File: src/rtl/spi_arbiter.sv
// Round-robin arbiter sharing one spi_main between NUM_REQ requesters: latches the winning
// command, sequences the transfer, returns tagged read data, then cools down; a watchdog bounds each transfer.
module spi_arbiter #(
  parameter int NUM_REQ         = 4,
  parameter int ID_WIDTH        = $clog2(NUM_REQ),
  parameter int ADDR_WIDTH      = 6,
  parameter int DATA_WIDTH      = 8,
  parameter int COOLDOWN_CYCLES = 20,
  parameter int TIMEOUT_CYCLES  = 64
) (
  input  logic                             clk,
  input  logic                             rst_n,
  input  logic [NUM_REQ-1:0]               req_valid,
  output logic [NUM_REQ-1:0]               req_ready,
  input  logic [NUM_REQ-1:0]               req_mode,
  input  logic [NUM_REQ*ADDR_WIDTH-1:0]    req_addr,
  input  logic [NUM_REQ*DATA_WIDTH-1:0]    req_wdata,
  output logic                             rsp_valid,
  output logic [ID_WIDTH-1:0]              rsp_id,
  output logic [DATA_WIDTH-1:0]            rsp_data,
  output logic                             rsp_error,
  output logic                             busy,
  output logic                             spi_en,
  output logic                             spi_mode,
  output logic [ADDR_WIDTH-1:0]            spi_rw_addr,
  output logic [DATA_WIDTH-1:0]            spi_write_data,
  output logic                             spi_write_valid,
  input  logic                             spi_cs,
  input  logic [DATA_WIDTH-1:0]            spi_read_data
);

  localparam int TW = $clog2(TIMEOUT_CYCLES + 1);
  localparam int CW = $clog2(COOLDOWN_CYCLES + 1);
  localparam logic [TW-1:0]       TMO_LAST = TW'(TIMEOUT_CYCLES - 1);
  localparam logic [CW-1:0]       CD_LAST  = CW'(COOLDOWN_CYCLES - 1);
  localparam logic [ID_WIDTH-1:0] ID_LAST  = ID_WIDTH'(NUM_REQ - 1);

  localparam logic [2:0] IDLE       = 3'd0;
  localparam logic [2:0] LAUNCH     = 3'd1;
  localparam logic [2:0] WAIT_START = 3'd2;
  localparam logic [2:0] WAIT_DONE  = 3'd3;
  localparam logic [2:0] COOLDOWN   = 3'd4;

  logic [2:0]            state_q, state_d;
  logic [ID_WIDTH-1:0]   ptr_q, ptr_d;
  logic [ID_WIDTH-1:0]   id_q, id_d;
  logic                  mode_q, mode_d;
  logic [ADDR_WIDTH-1:0] addr_q, addr_d;
  logic [DATA_WIDTH-1:0] wdata_q, wdata_d;
  logic [TW-1:0]         tmo_q, tmo_d;
  logic [CW-1:0]         cd_q, cd_d;
  logic                  rsp_valid_q, rsp_valid_d;
  logic                  rsp_error_q, rsp_error_d;
  logic [DATA_WIDTH-1:0] rsp_data_q, rsp_data_d;

  logic                  grant_any;
  logic [ID_WIDTH-1:0]   grant_idx;
  logic [ID_WIDTH-1:0]   scan_idx;

  // First valid requester starting at the round-robin pointer.
  always_comb begin
    grant_any = 1'b0;
    grant_idx = '0;
    scan_idx  = '0;
    for (int k = 0; k < NUM_REQ; k++) begin
      scan_idx = ID_WIDTH'((int'(ptr_q) + k) % NUM_REQ);
      if (!grant_any && req_valid[scan_idx]) begin
        grant_any = 1'b1;
        grant_idx = scan_idx;
      end
    end
  end

  // Gated by rst_n so no accept pulse leaks out while held in reset.
  always_comb begin
    req_ready = '0;
    if (rst_n && state_q == IDLE && grant_any) req_ready[grant_idx] = 1'b1;
  end

  always_comb begin
    state_d     = state_q;
    ptr_d       = ptr_q;
    id_d        = id_q;
    mode_d      = mode_q;
    addr_d      = addr_q;
    wdata_d     = wdata_q;
    tmo_d       = tmo_q;
    cd_d        = cd_q;
    rsp_valid_d = 1'b0;
    rsp_error_d = 1'b0;
    rsp_data_d  = '0;
    case (state_q)
      IDLE: begin
        if (grant_any) begin
          id_d    = grant_idx;
          mode_d  = req_mode[grant_idx];
          addr_d  = req_addr[int'(grant_idx)*ADDR_WIDTH +: ADDR_WIDTH];
          wdata_d = req_wdata[int'(grant_idx)*DATA_WIDTH +: DATA_WIDTH];
          ptr_d   = (grant_idx == ID_LAST) ? '0 : grant_idx + ID_WIDTH'(1);
          state_d = LAUNCH;
        end
      end
      LAUNCH: begin
        tmo_d   = '0;
        state_d = WAIT_START;
      end
      WAIT_START, WAIT_DONE: begin
        tmo_d = tmo_q + TW'(1);
        // Completion takes priority over a timeout landing in the same cycle.
        if (state_q == WAIT_DONE && spi_cs) begin
          rsp_valid_d = 1'b1;
          rsp_data_d  = mode_q ? '0 : spi_read_data;
          cd_d        = '0;
          state_d     = COOLDOWN;
        end else if (tmo_q + TW'(1) == TMO_LAST) begin
          rsp_valid_d = 1'b1;
          rsp_error_d = 1'b1;
          cd_d        = '0;
          state_d     = COOLDOWN;
        end else if (state_q == WAIT_START && !spi_cs) begin
          state_d = WAIT_DONE;
        end
      end
      COOLDOWN: begin
        if (cd_q == CD_LAST) state_d = IDLE;
        else                 cd_d    = cd_q + CW'(1);
      end
      default: state_d = IDLE;
    endcase
  end

  always_ff @(posedge clk or negedge rst_n) begin
    if (!rst_n) begin
      state_q     <= IDLE;
      ptr_q       <= '0;
      id_q        <= '0;
      mode_q      <= 1'b0;
      addr_q      <= '0;
      wdata_q     <= '0;
      tmo_q       <= '0;
      cd_q        <= '0;
      rsp_valid_q <= 1'b0;
      rsp_error_q <= 1'b0;
      rsp_data_q  <= '0;
    end else begin
      state_q     <= state_d;
      ptr_q       <= ptr_d;
      id_q        <= id_d;
      mode_q      <= mode_d;
      addr_q      <= addr_d;
      wdata_q     <= wdata_d;
      tmo_q       <= tmo_d;
      cd_q        <= cd_d;
      rsp_valid_q <= rsp_valid_d;
      rsp_error_q <= rsp_error_d;
      rsp_data_q  <= rsp_data_d;
    end
  end

  assign busy            = (state_q != IDLE);
  assign spi_en          = (state_q == LAUNCH);
  assign spi_mode        = mode_q;
  assign spi_write_valid = mode_q;
  assign spi_rw_addr     = addr_q;
  assign spi_write_data  = wdata_q;
  assign rsp_valid       = rsp_valid_q;
  assign rsp_id          = id_q;
  assign rsp_data        = rsp_data_q;
  assign rsp_error       = rsp_error_q;

endmodule

File: config.mk
export PLATFORM = sky130hd
export DESIGN_NAME = spi_arbiter
export DESIGN_NICKNAME = d
export VERILOG_FILES = /design/src/rtl/spi_arbiter.sv
export SDC_FILE = /design/constraint.sdc
export NUM_CORES = 1
export LEC_CHECK = 0
export BUFFER_PORTS_ARGS = -buffer_cell sky130_fd_sc_hd__buf_2
export CAP_MARGIN = 20
export CORE_ASPECT_RATIO = 1.25
export CORE_MARGIN = 2
export CORE_UTILIZATION = 35
export DETAILED_ROUTE_END_ITERATION = 12
export PLACE_DENSITY = 0.62
export SLEW_MARGIN = 10
export SYNTH_ARGS = -nofsm -noshare
export SYNTH_HDL_FRONTEND = slang
export SYNTH_SLANG_ARGS = --single-unit
File: constraint.sdc
create_clock -name clk -period 2.35 [get_ports clk]
set_clock_uncertainty 0.05 [all_clocks]
set_input_delay 0.1175 -clock clk [delete_from_list [all_inputs] [get_ports clk]]
set_output_delay 0.1175 -clock clk [all_outputs]
set_load 0.1 [all_outputs]
==> results.md <==
- Total of warnings raised by yosys: 0
- Setup repair after global routing missed its margin: no
- Routed vias: 2115
- Worst-path fanout max: 5
- Syn_nets: 307
- Share of layout cells above drive strength 1: 41.6%
- Cells after synthesis: 225
- Nets: 423
- Layout-stage area growth over the synthesis result: 32.5%
- Maximum number of pins on one net before global-route repair: 45
- Count of flip-flops with a built-in enable after synthesis: 0
- Diode count: 0
- Combinational family with the most area after synthesis: simple AND/OR/NAND/NOR gates
- Post-placement setup slack: 0.295 ns
- Most common library cell in the layout ignoring fill and taps: sky130_fd_sc_hd__buf_2
- Vias per cell: 4.91
- Kind of capture point of the worst setup path: output port
- P_leak: 1.75 nW
- Buffer levels on the longest clock path: 2
- Outcome: finished clean
- Initial antenna violation count: 0
- Die extent in y: 97.8 um
- First-iteration detailed-routing DRC count: 48
- Worst hold-check path type: in2reg
- Area share of the largest cell type after synthesis: 44.7%
- Routed len/inst: 14.2 um
- Predominant post-synthesis flop cell: sky130_fd_sc_hd__dfrtp_1
- Site Rows: 34
- DIE AREA: 7730 um2
- Minimum period implied by the final worst setup slack: 2.15 ns
- Reg clk slew, reported paths: 0.08 ns
- Slew at the pin closest to its max-slew limit: 0.737 ns
- Internal power contribution: 0.00195 W
- Clock network latency to the later pin of the worst-skew pair: 0.29 ns
- Data arrival time of the worst path: 1.98 ns
- Area of the core region: 6890 um2
- Post-route DRC: 0
- Slew Viols, Final: 0
- Cell area after synthesis: 2460 um2
- Avg Cell Area, Syn: 11.0 um2
- Xor and xnor area share after synthesis: 1.42%
- CTS Buf Count: 5
- Net switching share of the total power: 58.1%
- Total negative setup slack: 0 ns
- Clock network fraction of total power: 9.6%
- Routability Congestion: 0.798
- Number of iterations in the first detailed-routing pass: 4
- Number of global-route vias before repair: 2100
- Number of buffers inserted by port buffering: 108
- Initial cell density of the core: 35.8%
- HPWL after DPL: 4590 um
- Final total power: 0.00466 W
- Synth area leader: sky130_fd_sc_hd__dfrtp_1
- I/O pin cnt: 109
- Global router's overall resource usage: 16.0%
- Post-synthesis sequential element count: 44
- Post-synthesis sequential area ratio: 44.7%
- Number of unique standard cell types used by synthesis: 45
- Finished Core Util: 47.4%
- Clock Root Buffer: sky130_fd_sc_hd__clkbuf_8
- Fmax achieved: 0.466 GHz
- Final setup violation count: 0
- PD cells: 1430 nW/um2
- Die X-Extent: 79.1 um
- Category of the worst setup path launch point: flop
- Post-synthesis simple-gate area fraction: 19.2%
- GRT Residual Overflow: 0
- MaxCap Viol Count: 0
- Synth async-reset ratio: 100%
- H-tree lvl count: 2
- Proportion of synthesized area in mux cells: 14.3%
- Aggregate routed wire length: 6120 um
- Remaining antenna violation count: 0
- Critical setup path kind: reg2out
- First-pass GRT wire length: 9880 um
- CTS sink cnt: 44
- Worst slew slack as a fraction of its limit: 50.9%
- Req. time, crit path: 2.18 ns
- Complex-gate fraction of the synthesized area: 12.9%
- CTS tree: done
- Combinational share of power: 64.8%
- Worst IR drop on VDD: 0.559 mV
- Portion of total power attributed to sequential cells: 25.6%
- Top cells by area in the synthesized netlist: sky130_fd_sc_hd__dfrtp_1, sky130_fd_sc_hd__mux2i_1, sky130_fd_sc_hd__nand2_1
- Period utilization: 91.4%
- Arithmetic-cell share of the synthesized area counting full adders, half adders and majority gates: 3.55%
- Number of hold violations in the final report: 0
- Setup slack of the critical path after layout: 0.202 ns
- Psw: 0.00271 W
- Top library cells by usage in the layout, fill and taps aside: sky130_fd_sc_hd__buf_2, sky130_fd_sc_hd__dfrtp_1, sky130_fd_sc_hd__nand2_1, sky130_fd_sc_hd__mux2i_1
-- power by group through the flow --
stage / Clock (W) / Sequential, W / Combinational [W]
detailed placement: 0 / 0.00120 / 0.00303
CTS: 0.000468 / 0.00119 / 0.00304
global placement: 0 / 0.00119 / 0.00300
finish: 0.000447 / 0.00119 / 0.00302
global route: 0.000504 / 0.00123 / 0.00322
floorplan: 0 / 0.00231 / 0.00140
-- critical path, stage by stage (launching register included) --
cell                      delay [ns]
sky130_fd_sc_hd__dfrtp_2        0.43
sky130_fd_sc_hd__mux2i_1        0.22
sky130_fd_sc_hd__o22ai_1        0.11
sky130_fd_sc_hd__nor2_2         0.11
sky130_fd_sc_hd__buf_4          0.14
sky130_fd_sc_hd__ha_1           0.14
sky130_fd_sc_hd__and3_1         0.13
sky130_fd_sc_hd__buf_2          0.42
-- cells in the mapped netlist, types with 2 or more instances --
cell type,instances
sky130_fd_sc_hd__dfrtp_1,44
sky130_fd_sc_hd__xor2_1,4
sky130_fd_sc_hd__o21ai_0,5
sky130_fd_sc_hd__ha_1,7
sky130_fd_sc_hd__buf_4,4
sky130_fd_sc_hd__buf_2,4
sky130_fd_sc_hd__nand2_1,34
sky130_fd_sc_hd__a22o_1,3
sky130_fd_sc_hd__a21oi_1,5
sky130_fd_sc_hd__inv_1,4
sky130_fd_sc_hd__o221ai_2,8
sky130_fd_sc_hd__mux2_2,2
sky130_fd_sc_hd__and2_1,9
sky130_fd_sc_hd__nor2_1,10
sky130_fd_sc_hd__nand3_1,4
sky130_fd_sc_hd__nand4_1,2
sky130_fd_sc_hd__buf_6,2
sky130_fd_sc_hd__mux2i_1,33
sky130_fd_sc_hd__or2_2,2
sky130_fd_sc_hd__nand2b_1,4
sky130_fd_sc_hd__o221ai_1,7
sky130_fd_sc_hd__and3_1,5
-- registers in the layout (all words and copies together), names as in the netlist --
name            flops
rsp_valid           1
spi_mode            1
rsp_data            8
cd_q                5
spi_write_data      8
tmo_q               7
ptr_q               2
state_q             3
rsp_error           1
spi_rw_addr         6
rsp_id              2
-- kinds of logic after synthesis --
family	after synthesis
AO/OA/AOI/OAI	35
buffers and inverters	16
XOR/XNOR	4
flip-flops	44
multiplexers	35
AND/OR/NAND/NOR	84
adder cells (fa/ha/maj)	7
-- timing repair --
action	in CTS	in global routing
pin swaps	0	1
endpoints found under the hold margin	52	0
buffers inserted	0	1
hold buffers	9	0
setup endpoints to repair	2	4
gates resized for setup	1	1
-- worst paths after layout --
check                                  start           endpoint  slack [ns]  depth (start not counted)
max                                 ptr_q[1]       req_ready[3]        0.20                          7
min reg2reg                spi_write_data[4]  spi_write_data[4]        0.44                          2
min                                   spi_cs         state_q[0]        0.05                          4
max in group asynchronous              rst_n           ptr_q[1]        1.40                          3
max reg2reg                       state_q[2]     spi_rw_addr[3]        0.45                          4
min in group asynchronous              rst_n           ptr_q[1]        0.46                          3
-- cell type report --
cell class	count	area (um2)
sequential	44	1100
clock buffer	5	68.8
timing repair buffer	121	673
fill	674	3630
tap	90	113
clock inverter	2	12.5
inverter	4	15.0
multi-input combinational	165	1280
-- routing by layer --
layer / vias to the layer above / GRT usage (%) / wire, um
met5: - / 0 / 0
met4: 0 / 6.10 / 136
met3: 10 / 3.23 / 355
met2: 69 / 27.6 / 3140
met1: 994 / 19.6 / 2490
li1: 1042 / - / -
-- metrics by stage --
| step | std cells | cell area, um2 | hold slack (ns) |
|---|---|---|---|
| floorplan | 225 | 2460 | -0.228 |
| global placement | 414 | 3080 | 0.267 |
| detailed placement | 414 | 3080 | 0.279 |
| CTS | 430 | 3260 | 0.0426 |
| global route | 431 | 3270 | 0.0683 |
| finish | 431 | 3270 | 0.0536 |
Note: power is estimated with default switching activity, not from simulation.
